==> config.mk <==
export PLATFORM = sky130hd
export DESIGN_NAME = constraint_sample_driver
export DESIGN_NICKNAME = d
export VERILOG_FILES = /design/src/rtl/constraint_sample_driver.sv
export SDC_FILE = /design/constraint.sdc
export NUM_CORES = 1
export LEC_CHECK = 0
export ABC_AREA = 1
export CAP_MARGIN = 20
export CORE_MARGIN = 1
export CORE_UTILIZATION = 40
export CTS_BUF_LIST = sky130_fd_sc_hd__clkbuf_8
export DETAILED_ROUTE_END_ITERATION = 16
export GPL_ROUTABILITY_DRIVEN = 0
export HOLD_SLACK_MARGIN = 0.08
export PLACE_DENSITY = 0.72
export SLEW_MARGIN = 20
export SYNTH_ARGS = -nofsm -noshare
export SYNTH_HDL_FRONTEND = slang
export SYNTH_SLANG_ARGS = --single-unit
==> constraint.sdc <==
create_clock -name clk -period 3.15 [get_ports clk]
set_input_delay 0.945 -clock clk [delete_from_list [all_inputs] [get_ports clk]]
set_output_delay 0.945 -clock clk [all_outputs]
set_load 0.01 [all_outputs]
==> src/rtl/constraint_sample_driver.sv <==
// Constraint sample driver: LFSR candidate source, accept FIFO, run FSM.
// Optional SAMPLE_DEDUP_EN rejects a repeat of the last pushed sample.
module constraint_sample_driver #(
   parameter logic [63:0] SEED       = 64'h1,
   parameter int unsigned FIFO_DEPTH = 4,
   parameter int unsigned MAX_TRIES  = 65535
) (
   input  logic        clk,
   input  logic        rst_n,
   input  logic        start,
   input  logic        abort,
   input  logic [15:0] target,
   output logic [12:0] cand_var_0,
   output logic [12:0] cand_var_1,
   output logic [13:0] cand_var_2,
   output logic [13:0] cand_var_3,
   output logic [7:0]  cand_var_4,
   input  logic        chk_x,
   output logic        out_valid,
   input  logic        out_ready,
   output logic [61:0] out_data,
   output logic [31:0] tries_cnt,
   output logic [31:0] accept_cnt,
   output logic        busy,
   output logic        done,
   output logic        timeout
);

   localparam int unsigned PW = $clog2(FIFO_DEPTH);
   localparam logic [63:0] SEED_EFF =
      (SEED == 64'h0) ? 64'h1 : SEED;
   localparam logic [63:0] TAPS = 64'hD800_0000_0000_0000;
   localparam logic [31:0] MAX_REJ = 32'(MAX_TRIES);
   localparam logic [31:0] SAT = 32'hFFFF_FFFF;

   typedef enum logic [1:0] {
      S_IDLE,
      S_RUN,
      S_STALL,
      S_DONE
   } state_e;

   state_e      state_q, state_d;
   logic [63:0] lfsr_q, lfsr_d;
   logic [31:0] tries_q, tries_d;
   logic [31:0] accept_q, accept_d;
   logic [31:0] rej_q, rej_d;
   logic [15:0] target_q, target_d;
   logic        timeout_q, timeout_d;
   logic        busy_q, busy_d;
   logic        done_q, done_d;
   logic [PW:0] wr_ptr_q, wr_ptr_d;
   logic [PW:0] rd_ptr_q, rd_ptr_d;
   logic [61:0] mem_q [FIFO_DEPTH];

   logic [61:0] cand;
   logic [63:0] lfsr_nx;
   logic [31:0] tries_inc;
   logic [31:0] accept_inc;
   logic [31:0] rej_inc;
   logic        full;
   logic        empty;
   logic        pop;
   logic        push;
   logic        space;
   logic        hit;
   logic        go;

`ifdef SAMPLE_DEDUP_EN
   logic [61:0] last_q, last_d;
`endif

   assign cand       = lfsr_q[61:0];
   assign cand_var_0 = lfsr_q[12:0];
   assign cand_var_1 = lfsr_q[25:13];
   assign cand_var_2 = lfsr_q[39:26];
   assign cand_var_3 = lfsr_q[53:40];
   assign cand_var_4 = lfsr_q[61:54];

   assign empty = (wr_ptr_q == rd_ptr_q);
   assign full  = (wr_ptr_q[PW] != rd_ptr_q[PW]) &&
                  (wr_ptr_q[PW-1:0] == rd_ptr_q[PW-1:0]);
   assign out_valid = !empty;
   assign out_data  = mem_q[rd_ptr_q[PW-1:0]];
   assign pop   = out_valid & out_ready;
   assign space = !full | pop;

   assign tries_cnt  = tries_q;
   assign accept_cnt = accept_q;
   assign busy       = busy_q;
   assign done       = done_q;
   assign timeout    = timeout_q;

   assign lfsr_nx = (lfsr_q >> 1) ^ ({64{lfsr_q[0]}} & TAPS);
   assign tries_inc  = (tries_q == SAT) ? SAT : tries_q + 32'd1;
   assign accept_inc = (accept_q == SAT) ? SAT : accept_q + 32'd1;
   assign rej_inc    = (rej_q == SAT) ? SAT : rej_q + 32'd1;

`ifdef SAMPLE_DEDUP_EN
   assign hit = chk_x && (cand != last_q);
`else
   assign hit = chk_x;
`endif

   // Next-state logic for the run FSM, counters and FIFO pointers
   always_comb begin
      state_d   = state_q;
      lfsr_d    = lfsr_q;
      tries_d   = tries_q;
      accept_d  = accept_q;
      rej_d     = rej_q;
      target_d  = target_q;
      timeout_d = timeout_q;
      push      = 1'b0;
      go        = 1'b0;
`ifdef SAMPLE_DEDUP_EN
      last_d    = last_q;
`endif
      unique case (state_q)
         S_IDLE: begin
            go = start;
         end
         S_RUN: begin
            if (abort) begin
               state_d   = S_DONE;
               timeout_d = 1'b0;
            end else begin
               tries_d = tries_inc;
               if (hit) begin
                  if (space) begin
                     push     = 1'b1;
                     lfsr_d   = lfsr_nx;
                     rej_d    = 32'd0;
                     accept_d = accept_inc;
                     if (accept_inc >= {16'h0, target_q})
                        state_d = S_DONE;
                  end else begin
                     state_d = S_STALL;
                  end
               end else begin
                  lfsr_d = lfsr_nx;
                  rej_d  = rej_inc;
                  if (rej_inc >= MAX_REJ) begin
                     state_d   = S_DONE;
                     timeout_d = 1'b1;
                  end
               end
            end
         end
         S_STALL: begin
            if (abort) begin
               state_d   = S_DONE;
               timeout_d = 1'b0;
            end else if (space) begin
               push     = 1'b1;
               lfsr_d   = lfsr_nx;
               rej_d    = 32'd0;
               accept_d = accept_inc;
               if (accept_inc >= {16'h0, target_q})
                  state_d = S_DONE;
               else
                  state_d = S_RUN;
            end
         end
         S_DONE: begin
            if (abort)
               timeout_d = 1'b0;
            else
               go = start;
         end
         default: begin
            state_d = S_IDLE;
         end
      endcase
      if (go) begin
         target_d  = target;
         tries_d   = 32'd0;
         accept_d  = 32'd0;
         rej_d     = 32'd0;
         timeout_d = 1'b0;
         state_d   = (target == 16'd0) ? S_DONE : S_RUN;
      end
`ifdef SAMPLE_DEDUP_EN
      if (go)
         last_d = '1;
      else if (push)
         last_d = cand;
`endif
      busy_d   = (state_d == S_RUN) || (state_d == S_STALL);
      done_d   = (state_d == S_DONE);
      wr_ptr_d = wr_ptr_q + {{PW{1'b0}}, push};
      rd_ptr_d = rd_ptr_q + {{PW{1'b0}}, pop};
   end

   // Control and counter registers
   always_ff @(posedge clk or negedge rst_n) begin
      if (!rst_n) begin
         state_q   <= S_IDLE;
         lfsr_q    <= SEED_EFF;
         tries_q   <= 32'd0;
         accept_q  <= 32'd0;
         rej_q     <= 32'd0;
         target_q  <= 16'd0;
         timeout_q <= 1'b0;
         busy_q    <= 1'b0;
         done_q    <= 1'b0;
         wr_ptr_q  <= '0;
         rd_ptr_q  <= '0;
      end else begin
         state_q   <= state_d;
         lfsr_q    <= lfsr_d;
         tries_q   <= tries_d;
         accept_q  <= accept_d;
         rej_q     <= rej_d;
         target_q  <= target_d;
         timeout_q <= timeout_d;
         busy_q    <= busy_d;
         done_q    <= done_d;
         wr_ptr_q  <= wr_ptr_d;
         rd_ptr_q  <= rd_ptr_d;
      end
   end

   // Accepted-sample storage, written at the tail on push
   always_ff @(posedge clk or negedge rst_n) begin
      if (!rst_n) begin
         for (int i = 0; i < FIFO_DEPTH; i++)
            mem_q[i] <= '0;
      end else if (push) begin
         mem_q[wr_ptr_q[PW-1:0]] <= cand;
      end
   end

`ifdef SAMPLE_DEDUP_EN
   // Most recently pushed sample for repeat rejection
   always_ff @(posedge clk or negedge rst_n) begin
      if (!rst_n)
         last_q <= '1;
      else
         last_q <= last_d;
   end
`endif

endmodule

==> metrics.md <==
| Metric | Value |
|---|---|
| Max-slew headroom | 0.583 |
| Kind of critical path | reg -> reg |
| Layout area overhead | 24.9% |
| Comb pwr share | 0.472 |
| WL final | ~62000 um |
| Sequential share of power | 0.332 |
| Antenna violations before repair | 3 |
| Clock power frac | 0.196 |
| Max VDD drop | 0.000457 V |
| Leading area contributor after synthesis | dfrtp_1 |
| Top cell type's share of synthesized area | 0.495 |
| Min Clock Period, post-route | about 3100 ps |
| Top-count cell post-synth | nand2_1 |
| Clk slew on worst S/H paths | 60 ps |
| Sw Ratio | 0.407 |
| Most Frequent Cell on Critical Path | nand2_1 |
| Async S/R FF share, synth | 1.00 |
| # setup viols final | 0 |
| Total power | 26.3 mW |
| Yosys reg bits | between 400 and 500 |
| Power Density | 961 nW/um^2 |
| Vias per cell | around 5.2 |
| Post-layout util | 0.507 |
| Port bufs | ~210 |
| Die height | roughly 240 um |
| Final instance area | about 27000 um^2 |
| Syn Nets | 2786 |
| Pre-antenna DRT Iters | 6 |
| Mapped cell area | between 20000 and 25000 um^2 |
| Max Slew Vio Count | 0 |
| GRT Total Usage | 0.218 |
| Leakage | ~12 nW |
| Maximum number of pins on one net before global-route repair | 71 |
| Row cnt | 85 |
| Initial Util | 0.406 |
| Fmax | ~0.32 GHz |
| Slowest cell delay on critical path | 370 ps |
| Placed cell area | 25300 um^2 |
| Top Metal Used | met5 |
| Total number of vias | 19600 |
| I/O pin cnt | about 210 |
| Vias in the first global route | around 19000 |
| Clock Sinks | between 400 and 500 |
| Area of the core | about 54000 um^2 |
| Post-DR wirelength/cell | about 16 um |
| Crit start category | register |
| Post-Place Worst Slack | -185 ps |
| CP arrival | 3690 ps |
| Die area | around 56000 um^2 |
| Share of cells above drive strength 1 | 0.139 |
| Synth warn | 0 |
| Total CTS buffers | 77 |
| First-pass GRT wire length | just under 100000 um |
| Iter 0 DRT Violations | around 1600 |
| Reg2Reg Setup Slack | 40 ps |
| Largest cells by area after synthesis | dfrtp_1 50%, o21ai_0 11%, nand2_1 11% |
| Met2 routed WL | about 28000 um |
| Fillers | slightly above 5000 |
| Sequential fraction of the synthesis area | 0.496 |
| RSZ-0062 raised after global routing | true |
| # hold bufs at CTS | 0 |
| CTS tree | done |
| Status | complete, no violations |
| Hold Vio Cnt, Final | 0 |
| Detailed-routing wirelength on met1 | around 27000 um |
| Tcrit/Tclk final | 0.986 |
| # nets final | 3039 |
| # H-tree levels | 3 |
| Avg Inst Size Synth | between 8 and 9 um^2 |
| Maxcap violations | 0 |
| Crit path setup slack, layout | approximately 43 ps |
| DRC | 0 |
| Maximum buffer depth of the clock tree | 3 |
| Slew @ Worst Pin | around 630 ps |
| Antenna viol nets, final | 0 |
| Int Pwr | about 16 mW |
| Layout Skew | 29.9 ps |
| Commonest cells post-synth | 617 x nand2_1, 489 x o21ai_0, 434 x dfrtp_1, 290 x nor2_1, 219 x inv_1 |
| Required time worst endpoint | around 3700 ps |
| Critical-path cell list | ha_2 -> nand2_2 -> nor2_4 -> nand2_4 -> nor2_4 -> nand3_4 -> nand3_4 -> ha_4 -> nand2_2 -> nor2_2 -> a211oi_2 -> nand3_1 -> nor2_1 -> nand2_1 -> nor2_4 -> nand3_2 -> a31oi_1 -> nand2_1 -> nand2_1 -> nand2_1 -> ha_2 |
| Critical Path Fanout Max | 6 |
| Top_reg_cell synth | dfrtp_1 |
| Synth unique cells | 39 |
| CP max-delay cell | dfrtp_1 |
| Crit. End Element | register |
| Switching pwr | about 11 mW |
| Setup TNS Final | 0 ps |
| Post-DP HPWL | 40200 um |
| Root Driver | clkbuf_8 |
| Post-synth EDFFs | 0 |
| GRT Residual Overflow | 0 |
| Clock latency on the worst-skew pair | 670 ps |
| Worst Hold Class | in -> async |
| Post-Syn Instances | ~2700 |
| Met3 Wirelength | 4270 um |
| Die Wd | between 200 and 250 um |
[cell type report]
class / count / area, um^2 / share of cell area
Clock buffer: 95 / 1310 / 0.0477
Multi-Input combinational cell: 1878 / 9510 / 0.347
Timing Repair Buffer: 372 / 3750 / 0.137
Antenna cell: 1 / 2.50 / 0.0000913
Inverter: 224 / 856 / 0.0312
Clock inverter: 44 / 215 / 0.00785
Tap cell: 696 / 871 / 0.0318
Sequential cell: 435 / 10900 / 0.398
[power groups by stage]
stage	Clock [mW]	Sequential (mW)	Combinational, mW
global placement	0	8.72	11.6
floorplan	0	8.69	6.44
CTS	5.30	8.72	12.2
global route	5.55	8.99	13.6
finish	5.16	8.75	12.4
detailed placement	0	8.77	11.8
[flip-flops by register name, summed over array words and instances, names as in the netlist, 3 cells and up, named ones only]
signal	flops
rej_q	32
wr_ptr_q	3
lfsr_q	64
mem_q	248
tries_cnt	32
rd_ptr_q	3
accept_cnt	32
target_q	16
[final timing paths]
| check | to | cells after the start | from |
|---|---|---|---|
| setup reg to reg | busy$_DFF_PN0_ | 21 | accept_cnt[0]$_DFFE_PN0P_ |
| hold / removal | lfsr_q[28]$_DFFE_PN0P_ | 1 | rst_n |
| hold reg to reg | mem_q[138]$_DFFE_PN0P_ | 2 | mem_q[138]$_DFFE_PN0P_ |
| setup / recovery | busy$_DFF_PN0_ | 21 | accept_cnt[0]$_DFFE_PN0P_ |
| max in group asynchronous | lfsr_q[43]$_DFFE_PN0P_ | 2 | rst_n |
| min in group clk | mem_q[138]$_DFFE_PN0P_ | 2 | mem_q[138]$_DFFE_PN0P_ |
[routing by layer]
| layer | up-vias | track usage |
|---|---|---|
| met4 | 6 | 0.0760 |
| met5 | - | 0 |
| met3 | 117 | 0.0403 |
| li1 | 9469 | - |
| met1 | 9342 | 0.298 |
| met2 | 698 | 0.348 |
[logic make-up after synthesis]
logic type / count (synthesis) / synth area share
AOI/OAI and AO/OA: 692 / 0.172
xor gates and xnor gates: 39 / 0.0156
adders and majority gates: 29 / 0.0165
buffers and inverters: 422 / 0.0868
DFF: 435 / 0.496
and+or+nand+nor: 1118 / 0.213
[worst max-delay path, delay by kind of cell (launching register included)]
family          cells  cell delay (ps)
compound gates      2              330
fa+ha+maj           3              730
flops               1              370
simple gates       16             1610
[cell usage in the layout, fill, tap and decap left out, types with 5 or more instances in the layout]
| cell type | count |
|---|---|
| o21ai_0 | 466 |
| o21ai_1 | 30 |
| nor2_4 | 13 |
| a211oi_1 | 16 |
| nand2_4 | 7 |
| nand2_1 | 606 |
| dlygate4sd2_1 | 25 |
| buf_6 | 6 |
| nand4_1 | 20 |
| dfrtp_1 | 431 |
| clkbuf_8 | 95 |
| nand3_1 | 103 |
| nand3b_1 | 5 |
| o21ai_2 | 7 |
| buf_16 | 5 |
| a21oi_1 | 22 |
| nand3_4 | 5 |
| nor2_2 | 25 |
| ha_1 | 22 |
| nor4_1 | 8 |
| nor2_1 | 281 |
| o22ai_2 | 14 |
| buf_2 | 26 |
| clkdlybuf4s50_1 | 149 |
| buf_12 | 34 |
| o21a_1 | 62 |
| a31oi_1 | 8 |
| nor3_1 | 20 |
| clkbuf_2 | 6 |
| nand3_2 | 7 |
| inv_1 | 244 |
| xor2_1 | 35 |
| clkinv_2 | 12 |
| o22ai_1 | 55 |
| buf_4 | 109 |
| nand2_2 | 13 |
[timing repair]
| action | 4_1_cts | 5_1_grt |
|---|---|---|
| gates cloned | 5 | 2 |
| endpoints found under the setup margin | 65 | 21 |
| pin swaps | 26 | 20 |
| buffers inserted | 17 | 5 |
| resized for setup | 229 | 47 |
[through the flow]
stage	hold slack (ps)	std cells
6_report	263	3745
5_1_grt	270	3744
4_1_cts	238	3738
2_1_floorplan	448	2735
3_5_place_dp	467	3577
3_3_place_gp	460	3577
Note: power is estimated with default switching activity, not from simulation.
